**config.mk**
```make
export PLATFORM = sky130hd
export DESIGN_NAME = sw_handshake_driver
export DESIGN_NICKNAME = d
export VERILOG_FILES = /design/src/rtl/sw_handshake_driver.sv
export SDC_FILE = /design/constraint.sdc
export NUM_CORES = 1
export LEC_CHECK = 0
export ABC_AREA = 1
export CORE_MARGIN = 10
export CORE_UTILIZATION = 40
export DETAILED_ROUTE_END_ITERATION = 10
export PLACE_DENSITY = 0.76
export SLEW_MARGIN = 30
export SYNTH_ARGS = -nofsm -noshare
export SYNTH_HDL_FRONTEND = slang
export SYNTH_SLANG_ARGS = --single-unit
```
**constraint.sdc**
```tcl
create_clock -name clk -period 1.1 [get_ports clk]
set_input_delay 0.165 -clock clk [delete_from_list [all_inputs] [get_ports clk]]
set_output_delay 0.165 -clock clk [all_outputs]
set_load 0.02 [all_outputs]
```
**src/rtl/sw_handshake_driver.sv**
```systemverilog
// sw_handshake_driver
// Board-side producer for the CPU switch-input handshake (sw8 strobe + sws bus).
// Synchronises and debounces a raw push-button and raw slide switches. Each
// accepted press captures the switches into sws, waits one setup cycle, then
// raises sw8 while sws stays frozen.
//
// Optional build macro AUTO_RELEASE_EN: sw8 drops after PULSE_CYCLES cycles
// even while the key is still held; the FSM then parks in WAIT_RELEASE until
// the debounced key goes low.

module sw_handshake_driver #(
  parameter int n            = 8,
  parameter int DB_CYCLES    = 16,
  parameter int CNT_W        = 4,
  parameter int PULSE_CYCLES = 8
) (
  input  logic             clk,
  input  logic             reset,
  input  logic             key_raw,
  input  logic [n-1:0]     sw_raw,
  output logic             sw8,
  output logic [n-1:0]     sws,
  output logic [CNT_W-1:0] press_cnt,
  output logic             busy
);

  localparam int DB_W = $clog2(DB_CYCLES);
`ifdef AUTO_RELEASE_EN
  localparam int PW   = (PULSE_CYCLES > 1) ? $clog2(PULSE_CYCLES) : 1;
`endif

  typedef enum logic [1:0] {
    ST_IDLE         = 2'd0,
    ST_CAPTURE      = 2'd1,
    ST_ASSERT       = 2'd2
`ifdef AUTO_RELEASE_EN
    ,ST_WAIT_RELEASE = 2'd3
`endif
  } state_t;

  // Synchroniser chains
  logic           r_key_s1;
  logic           r_key_s2;
  logic [n-1:0]   r_sw_s1;
  logic [n-1:0]   r_sw_s2;

  // Debounce
  logic           r_key_db;
  logic [DB_W-1:0] r_db_cnt;

  // Handshake FSM and its registered outputs
  state_t           r_state;
  state_t           w_state_nxt;
  logic             r_sw8;
  logic             w_sw8_nxt;
  logic [n-1:0]     r_sws;
  logic [n-1:0]     w_sws_nxt;
  logic [CNT_W-1:0] r_press_cnt;
  logic [CNT_W-1:0] w_press_cnt_nxt;
`ifdef AUTO_RELEASE_EN
  logic [PW-1:0]    r_pulse_cnt;
  logic [PW-1:0]    w_pulse_cnt_nxt;
`endif

  // Two-flop synchronisers for the key and every switch bit. The switches are
  // quasi-static, so a per-bit chain is enough: the bus is only sampled long
  // after the operator has set it.
  always_ff @(posedge clk or negedge reset) begin
    // NOTE: sequential state uses non-blocking assignments so every flop
    // samples pre-edge values regardless of statement order.
    if (!reset) begin
      r_key_s1 <= 1'b0;
      r_key_s2 <= 1'b0;
      r_sw_s1  <= '0;
      r_sw_s2  <= '0;
    end else begin
      r_key_s1 <= key_raw;
      r_key_s2 <= r_key_s1;
      r_sw_s1  <= sw_raw;
      r_sw_s2  <= r_sw_s1;
    end
  end

  // Debounce: accept a new key level only after DB_CYCLES consecutive
  // synchronised samples disagree with the current debounced level.
  always_ff @(posedge clk or negedge reset) begin
    if (!reset) begin
      r_key_db <= 1'b0;
      r_db_cnt <= '0;
    end else if (r_key_s2 == r_key_db) begin
      r_db_cnt <= '0;
    end else if (r_db_cnt == DB_W'(DB_CYCLES - 1)) begin
      r_key_db <= r_key_s2;
      r_db_cnt <= '0;
    end else begin
      r_db_cnt <= r_db_cnt + DB_W'(1);
    end
  end

  // FSM state and registered handshake outputs.
  always_ff @(posedge clk or negedge reset) begin
    if (!reset) begin
      r_state     <= ST_IDLE;
      r_sw8       <= 1'b0;
      r_sws       <= '0;
      r_press_cnt <= '0;
`ifdef AUTO_RELEASE_EN
      r_pulse_cnt <= '0;
`endif
    end else begin
      r_state     <= w_state_nxt;
      r_sw8       <= w_sw8_nxt;
      r_sws       <= w_sws_nxt;
      r_press_cnt <= w_press_cnt_nxt;
`ifdef AUTO_RELEASE_EN
      r_pulse_cnt <= w_pulse_cnt_nxt;
`endif
    end
  end

  // Next-state and next-output logic for the handshake.
  always_comb begin
    // NOTE: every signal gets a default first so no path leaves it unassigned,
    // which would otherwise infer a latch.
    w_state_nxt     = r_state;
    w_sw8_nxt       = r_sw8;
    w_sws_nxt       = r_sws;
    w_press_cnt_nxt = r_press_cnt;
`ifdef AUTO_RELEASE_EN
    w_pulse_cnt_nxt = r_pulse_cnt;
`endif

    case (r_state)
      ST_IDLE: begin
        w_sw8_nxt = 1'b0;
        // Every path back into IDLE requires key_db low, and a new rise needs
        // DB_CYCLES more samples, so key_db high here is always a fresh press.
        if (r_key_db) begin
          w_sws_nxt       = r_sw_s2;
          w_press_cnt_nxt = r_press_cnt + CNT_W'(1);
          w_state_nxt     = ST_CAPTURE;
        end
      end

      // One setup cycle with sws already valid and sw8 still low.
      ST_CAPTURE: begin
        w_sw8_nxt   = 1'b1;
        w_state_nxt = ST_ASSERT;
`ifdef AUTO_RELEASE_EN
        w_pulse_cnt_nxt = '0;
`endif
      end

      ST_ASSERT: begin
        if (!r_key_db) begin
          w_sw8_nxt   = 1'b0;
          w_state_nxt = ST_IDLE;
        end
`ifdef AUTO_RELEASE_EN
        else if (r_pulse_cnt == PW'(PULSE_CYCLES - 1)) begin
          w_sw8_nxt   = 1'b0;
          w_state_nxt = ST_WAIT_RELEASE;
        end else begin
          w_pulse_cnt_nxt = r_pulse_cnt + PW'(1);
        end

      end

      // Strobe already dropped; hold off new presses until the key is released.
      ST_WAIT_RELEASE: begin
        w_sw8_nxt = 1'b0;
        if (!r_key_db) begin
          w_state_nxt = ST_IDLE;
        end
`endif
      end

      default: begin
        w_sw8_nxt   = 1'b0;
        w_state_nxt = ST_IDLE;
      end
    endcase
  end

  assign sw8       = r_sw8;
  assign sws       = r_sws;
  assign press_cnt = r_press_cnt;
  assign busy      = (r_state != ST_IDLE);

endmodule

```
After elaboration in Yosys (flattened, before gate mapping). Cells that the tools add are included.

Bitwise gates (word level): 1. $mul: 0. Shift operators: 0. Multiplexer cells: 7. $lt $le $gt $ge: 0. Reductions and logical operators: 5. Equality and inequality tests: 6. $add $sub $neg: 2. Div/mod/pow operators: 0.

Operators with widths (count): adder 4 x 1 -> 4 bit (second input constant) (2); two-way mux 4 bit (2); one-hot mux 2 bit (3 select lines) (1); AND reduction 2 bit (3); equality test 4 bit (second input constant) (1); two-way mux 2 bit (2); != test 2 bit (second input constant) (2); equality test 2 x 1 -> 1 bit (second input constant) (1); equality test 2 bit (second input constant) (1); logical NOT 2 bit (1); one-hot mux 1 bit (2 select lines) (1); nonzero test 2 bit (1); equality test 1 bit (1); two-way mux 1 bit (1); NOT 1 bit (1).

Bits in read-only memories: 0. Register bits: 38. Memory bits (writable): 0. Latch bits: 0. Memories: 0.

Logic depth before layout (Yosys ltp). Gate-level depths: netlist of run 1.

Depth in word-level cells: 3. Mapped depth: 6. Depth with buffers taken out: 6.

Worst setup path after synthesis of run 1. No wires, ideal clock.

Path kind: reg2reg. From: reg r_press_cnt[0] (netlist: press_cnt[0]). To: reg r_press_cnt[2] (netlist: press_cnt[2]). Setup slack: 0.053 ns. Data required time: 0.973 ns. Arrival time: 0.919 ns. Period minus slack after synthesis: 1.047 ns. Stages on the path, launching flop included: 4. Setup time: 0.127 ns. Path through: dfrtp_1 ha_1 xnor2_1 o21ai_0.

Word-level cells in the longest chain between the ends: 1.

RTL lines: start, declared (RTL line 58) `logic [CNT_W-1:0] r_press_cnt;`; start signal, assigned (RTL line 114) `r_press_cnt <= w_press_cnt_nxt;`; adder 4 x 1 -> 4 bit (RTL line 140) `w_press_cnt_nxt = r_press_cnt + CNT_W'(1);`.

No other way between the ends. A chain may end at the register's enable or synchronous reset.

Final worst setup path of run 1.
From: reg r_state[1]. To: out busy.

Word-level cells in the longest chain between the ends: 1.

RTL lines: start, declared (RTL line 52) `state_t r_state;`; start signal, assigned (RTL line 111) `r_state <= w_state_nxt;`; nonzero test 2 bit (RTL line 188) `assign busy = (r_state != ST_IDLE);`; end, declared (RTL line 24) `output logic busy`.

No other way between the ends.

==> metrics.md, run 1 <==
| Metric | Value |
|---|---|
| Outcome | `complete, but fails checks` |
| Failing checks | `negative setup slack` |
| Power Total | `~2.8 mW` |
| Startpoint class of the critical path | `flop` |
| WHS | `around 0.25 ns` |
| Top cell type's share of synthesized area | `73.6%` |
| GR Layer Usage met3 | `3.38%` |
| Post-synth EDFFs | `0` |
| Tmin final | `1.18 ns` |
| First-pass GRT wire length | `4250 um` |
| Inserted Clock Buffers | `5` |
| DRT iter0 DRCs | `27` |
| Vias | `909` |
| Worst Tran Pin Value | `~0.21 ns` |
| Net Count, Synth | `125` |
| P_leak | `about 0.96 nW` |
| Chip width | `76.8 um` |
| Synth Cell Area | `approximately 1300 sq um` |
| Vias per std cell | `4.43` |
| IO Pins | `25` |
| H-tree Lvls | `2` |
| Pins Over Slew Limit | `0` |
| Clk_skew | `~0.012 ns` |
| Setup crit end kind | `output pin` |
| Fmax | `850 MHz` |
| Post-synth top flop | `dfrtp_1` |
| Rows | `20` |
| Hold path depth | `1` |
| WL/cell | `12.3 um` |
| Die area | `5900 sq um` |
| GR Overflow Total | `0` |
| Final wirelength | `2520 um` |
| CTS tree | `yes` |
| Clock buffer depth | `2` |
| WP data arrival | `around 1.0 ns` |
| Global routing's busiest layer | `met2` |
| Peak supply drop | `0.000894 V` |
| Yosys top cell by area | `dfrtp_1` |
| CP Data Required Time | `between 0.9 and 1 ns` |
| Layout area overhead | `45.8%` |
| Detailed-route DRC error count | `0` |
| Max-slew headroom | `85.7%` |
| Count leader, synth | `nand2_1` |
| Count of input and output buffers | `24` |
| Final std cells w/o fill | `205` |
| Vias in the first global route | `932` |
| Final hold viol count | `0` |
| Die Y | `slightly below 80 um` |
| Layout cells sized above 1 | `32.3%` |
| Sequential element share of the synthesized area | `73.6%` |
| # diodes | `0` |
| ANT nets after route | `0` |
| Crit Path Max Fanout | `2` |
| Core area | `roughly 3100 sq um` |
| Async S/R FF share, synth | `100%` |
| Largest net degree at the start of global routing | `39` |
| Hold WC Path Type | `input port to flop` |
| Worst slack, placed | `-0.106 ns` |
| PwrDens | `1490 nW/um^2` |
| Initial antenna violation count | `0` |
| Synth area leaders | `dfrtp_1 74%, nand2_1 13%, inv_1 2.3%` |
| HPWL Detailed | `around 1600 um` |
| Reg2reg path depth | `6` |
| Fillers | `262` |
| Worst-path clk slew | `0.11 ns` |
| YS warnings | `0` |
| Met1 Resource Use GR | `9.45%` |
| CTS Sinks | `38` |
| Final Core Density | `61.2%` |
| Overall Global Routing Usage | `9.03%` |
| RSZ-0062 raised after global routing | `true` |
| Crit share post-route | `107%` |
| Root Buffer | `clkbuf_4` |
| Yosys reg bits | `38` |
| GP Congestion | `0.676` |
| Nets | `173` |
| Drt pass-1 iters | `5` |
| Worst skew pair latency | `0.35 ns` |
| Maxcap violations | `0` |
| Yosys cell types | `15` |
| Placed cells | `187` |
| Synthesized instance count | `roughly 110` |
| Initial Utilization | `42.0%` |
| List of most frequent post-synthesis cells | `44 x nand2_1, 38 x dfrtp_1, 8 x inv_1` |
| Final setup fails | `1` |
| Setup CP Type | `flop to output pin` |
| Syn_area_per_cell | `around 12 sq um` |
| Final worst slack | `-0.0758 ns` |
| Met2 Use GR | `14.8%` |
==> kinds of logic (layout without fill, tap and decap cells) <==
family,after synthesis,after routing,synth area share (%)
and+or+nand+nor,56,56,17.6
AOI/OAI and AO/OA,3,3,1.36
DFF,38,38,73.6
buffers and inverters,11,60,4.07
xor gates and xnor gates,2,2,1.36
adders and majority gates,2,2,1.94
==> worst paths after layout <==
path	startpoint	to	slack [ns]
max	r_state[1]	busy	-0.08
min	sw_raw[4]	r_sw_s1[4]	0.25
max reg2reg	r_state[1]	sws[3]	0
min reg2reg	r_sw_s1[0]	r_sw_s2[0]	0.36
max in group asynchronous	reset	r_sw_s2[0]	0.62
min in group asynchronous	reset	r_state[1]	0.29
==> worst max-delay path: stages, from the launching register on <==
cell and delay, ns:
dfrtp_1 0.42, inv_2 0.08, nand2_2 0.05, buf_6 0.12
==> cell type report <==
class | instances | area [sq um] | area share [%]
Timing Repair Buffer | 43 | 399 | 21.2
Tap cell | 44 | 55.1 | 2.92
Clock buffer | 6 | 51.3 | 2.72
Sequential cell | 38 | 951 | 50.5
Multi-Input combinational cell | 63 | 330 | 17.5
Clock inverter | 2 | 60.1 | 3.19
Inverter | 9 | 36.3 | 1.93
==> per-layer routing <==
metal,part of all wire (%),wire length [um]
met1,39,970
met3,4.8,121
met2,55,1390
met5,0,0
met4,1.6,40
==> placed cells by master (no fill, tap or decap), types with 2 or more instances in the layout <==
| cell type | Yosys | final |
|---|---|---|
| buf_4 | 1 | 15 |
| buf_2 | 0 | 4 |
| clkbuf_4 | 0 | 5 |
| inv_1 | 8 | 6 |
| nand2_1 | 44 | 42 |
| nand2_2 | 0 | 2 |
| bufinv_16 | 0 | 2 |
| buf_6 | 1 | 13 |
| dfrtp_1 | 38 | 38 |
| nand4_1 | 2 | 2 |
| nor2_1 | 4 | 3 |
| inv_2 | 1 | 2 |
| nand3_1 | 4 | 3 |
| clkdlybuf4s50_1 | 0 | 9 |
==> per-stage QoR <==
step	setup TNS, ns	cell area [sq um]
after CTS	-0.0786	1720
after global routing	-0.335	1880
after floorplan	0	1290
after detailed placement	-0.203	1640
after global placement	-0.107	1640
final	-0.0758	1880
==> registers in the layout, indices dropped and copies added (netlist names) <==
name	cells
sws	8
r_sw_s1	8
r_key_db	1
r_key_s2	1
r_db_cnt	4
sw8	1
r_state	2
r_sw_s2	8
r_key_s1	1
press_cnt	4
==> power by group <==
group / total (mW) / internal, mW / switching, mW
Clock: 1.21 / 0.770 / 0.442
Combinational: 0.136 / 0.0723 / 0.0633
Sequential: 1.46 / 1.44 / 0.0181
Total: 2.81 / 2.28 / 0.524
==> repair_timing <==
item,4_1_cts,5_1_grt
hold endpoints to repair,38,0
buffers inserted,3,6
hold buffers,1,0
gates resized for setup,59,34
gates cloned,0,0
endpoints found under the setup margin,17,27
pin swaps,2,3
Note: power is estimated with default switching activity, not from simulation.
==> run 2, diff against run 1 <==
--- a/config.mk
+++ b/config.mk
@@ -7,10 +7,11 @@
 export LEC_CHECK = 0
 export ABC_AREA = 1
 export CORE_MARGIN = 10
-export CORE_UTILIZATION = 40
+export CORE_UTILIZATION = 49
 export DETAILED_ROUTE_END_ITERATION = 10
-export PLACE_DENSITY = 0.76
+export PLACE_DENSITY_LB_ADDON = 0.08
 export SLEW_MARGIN = 30
 export SYNTH_ARGS = -nofsm -noshare
 export SYNTH_HDL_FRONTEND = slang
 export SYNTH_SLANG_ARGS = --single-unit
+export TNS_END_PERCENT = 5
==> run 2 against run 1 <==
The run still ends with negative setup slack left; cell area decreased by 9.0%; routed wire length decreased by 12%; clock-buffer cell count unchanged; sequential cell count unchanged; first-iteration DRC count increased by 93%; non-clock buffer count decreased by 9; critical path depth unchanged; sequential power about the same; clock skew decreased by 0.0047 ns; sequential share of layout area increased by 5.0 points; die area decreased by 14%; hold slack got worse by 0.0068 ns.
==> metrics.md, run 2 (synthesis gave the netlist of run 1 again) <==
| Metric | Value |
|---|---|
| Chip width | `71.3 um` |
| P_leak | `0.914 nW` |
| Worst Hold Endpoint | `r_sw_s1[0]` |
| Reg2reg path depth | `5` |
| Final hold viol count | `0` |
| Nets | `164` |
| Clock buffer depth | `2` |
| PwrDens | `~1600 nW/um^2` |
| Worst r2r dst | `press_cnt[0]` |
| Die Y | `71.3 um` |
| Pins Over Slew Limit | `0` |
| Die area | `between 5000 and 6000 sq um` |
| Layout area overhead | `32.8%` |
| Post-CTS setup buffer count | `0` |
| CTS Sinks | `38` |
| HP Start | `sw_raw[0]` |
| Startpoint class of the critical path | `flop` |
| Vias in the first global route | `around 870` |
| Crit share post-route | `106%` |
| Layout cells sized above 1 | `between 20% and 30%` |
| Final wirelength | `2210 um` |
| RSZ-0062 raised after global routing | `true` |
| DRT iter0 DRCs | `52` |
| First-pass GRT wire length | `3760 um` |
| Crit Path Max Fanout | `2` |
| HPWL Detailed | `1570 um` |
| IO Pins | `25` |
| Outcome | `complete, but fails checks` |
| R2R Path Start | `r_state[0]` |
| Largest net degree at the start of global routing | `39` |
| Initial antenna violation count | `0` |
| Hold path depth | `1` |
| Clk_skew | `0.00724 ns` |
| Initial Utilization | `51.7%` |
| GR Overflow Total | `0` |
| # diodes | `0` |
| Final worst slack | `-0.0704 ns` |
| Vias | `860` |
| Rows | `18` |
| Final setup fails | `1` |
| Tmin final | `1.17 ns` |
| Most common cell after layout, fill and taps aside | `nand2_1` |
| Worst Tran Pin Value | `~0.19 ns` |
| Hold WC Path Type | `input port to flop` |
| Commonest non-fill, non-tap cells in the layout | `41 x nand2_1, 38 x dfrtp_1, 12 x buf_2, 9 x clkdlybuf4s50_1, 7 x buf_4` |
| Worst skew pair latency | `between 0.3 and 0.4 ns` |
| CTS tree | `yes` |
| R2R Setup Slk | `around 0.040 ns` |
| Fmax | `854 MHz` |
| GP Congestion | `0.766` |
| ANT nets after route | `0` |
| Setup crit end kind | `output pin` |
| Power Total | `2.79 mW` |
| Max-slew headroom | `between 80% and 90%` |
| Setup CP Type | `flop to output pin` |
| Detailed-route DRC error count | `0` |
| Root Buffer | `clkbuf_4` |
| Inserted Clock Buffers | `5` |
| Count of input and output buffers | `24` |
| Worst-path clk slew | `0.11 ns` |
| Overall Global Routing Usage | `9.40%` |
| H-tree Lvls | `2` |
| WP data arrival | `between 1 and 1.5 ns` |
| WL/cell | `around 12 um` |
| CP Data Required Time | `0.94 ns` |
| Drt pass-1 iters | `4` |
| Worst slack, placed | `-0.138 ns` |
| Core area | `2500 sq um` |
| Maxcap violations | `0` |
| Vias per std cell | `4.73` |
| Peak supply drop | `0.00168 V` |
| Failing checks | `negative setup slack` |
[run 2: cell types whose count changed in the layout (fill, tap and decap cells not counted), sizes merged]
cell,delta
buf,-9
[run 2: final cells by class]
type / count / area (sq um)
Tap cell: 30 / 37.5
Inverter: 9 / 33.8
Multi-Input combinational cell: 63 / 303
Fill cell: 208 / 786
Clock buffer: 6 / 51.3
Clock inverter: 2 / 60.1
Timing Repair Buffer: 34 / 278
Sequential cell: 38 / 951
[run 2: routing by layer]
metal	vias to the layer above	GRT usage, %	wire length (um)
li1	422	-	-
met1	407	9.25	891
met2	25	15.2	1070
met3	6	4.68	208
met4	0	6.45	42
met5	-	0	0
[run 2: report_power, final]
group          total (mW)  switching, mW  leakage, nW  internal [mW]
registers            1.46         0.0202        0.487           1.44
logic               0.111         0.0538        0.369         0.0568
clock network        1.22          0.450       0.0585          0.770
[run 2: worst max-delay path, cell delays in order (launching register included)]
cell and delay, ns:
dfrtp_1 0.41, inv_2 0.07, nand2_2 0.06, buf_6 0.12
[run 2: how the worst max path moves through the flow]
stage                     depth (start not counted)  slack, ns           end    startpoint
after floorplan                                   3       0.05  press_cnt[2]  press_cnt[0]
after global placement                            3      -0.08          busy    r_state[0]
after detailed placement                          3      -0.14          busy    r_state[0]
after CTS                                         3      -0.09          busy    r_state[0]
after global routing                              3      -0.12          busy    r_state[1]
final                                             3      -0.07          busy    r_state[0]
[run 2: timing repair]
item                       CTS  global route
cloned                       0             0
hold buffers                 1             0
setup endpoints to repair   16            26
pin swaps                    1             3
hold endpoints to repair    38             0
gates resized for setup     62            11
[run 2: metrics by stage]
stage | area (sq um) | hold slack (ns) | setup TNS [ns] | instances | utilization (%)
2_1_floorplan | 1290 | -0.131 | 0 | 112 | -
5_1_grt | 1710 | 0.216 | -0.504 | 182 | 68.6
6_report | 1710 | 0.240 | -0.0704 | 182 | 68.6
4_1_cts | 1690 | 0.228 | -0.0895 | 182 | 67.6
3_3_place_gp | 1630 | 0.141 | -0.126 | 173 | 65.0
3_5_place_dp | 1630 | 0.144 | -0.259 | 173 | 65.0
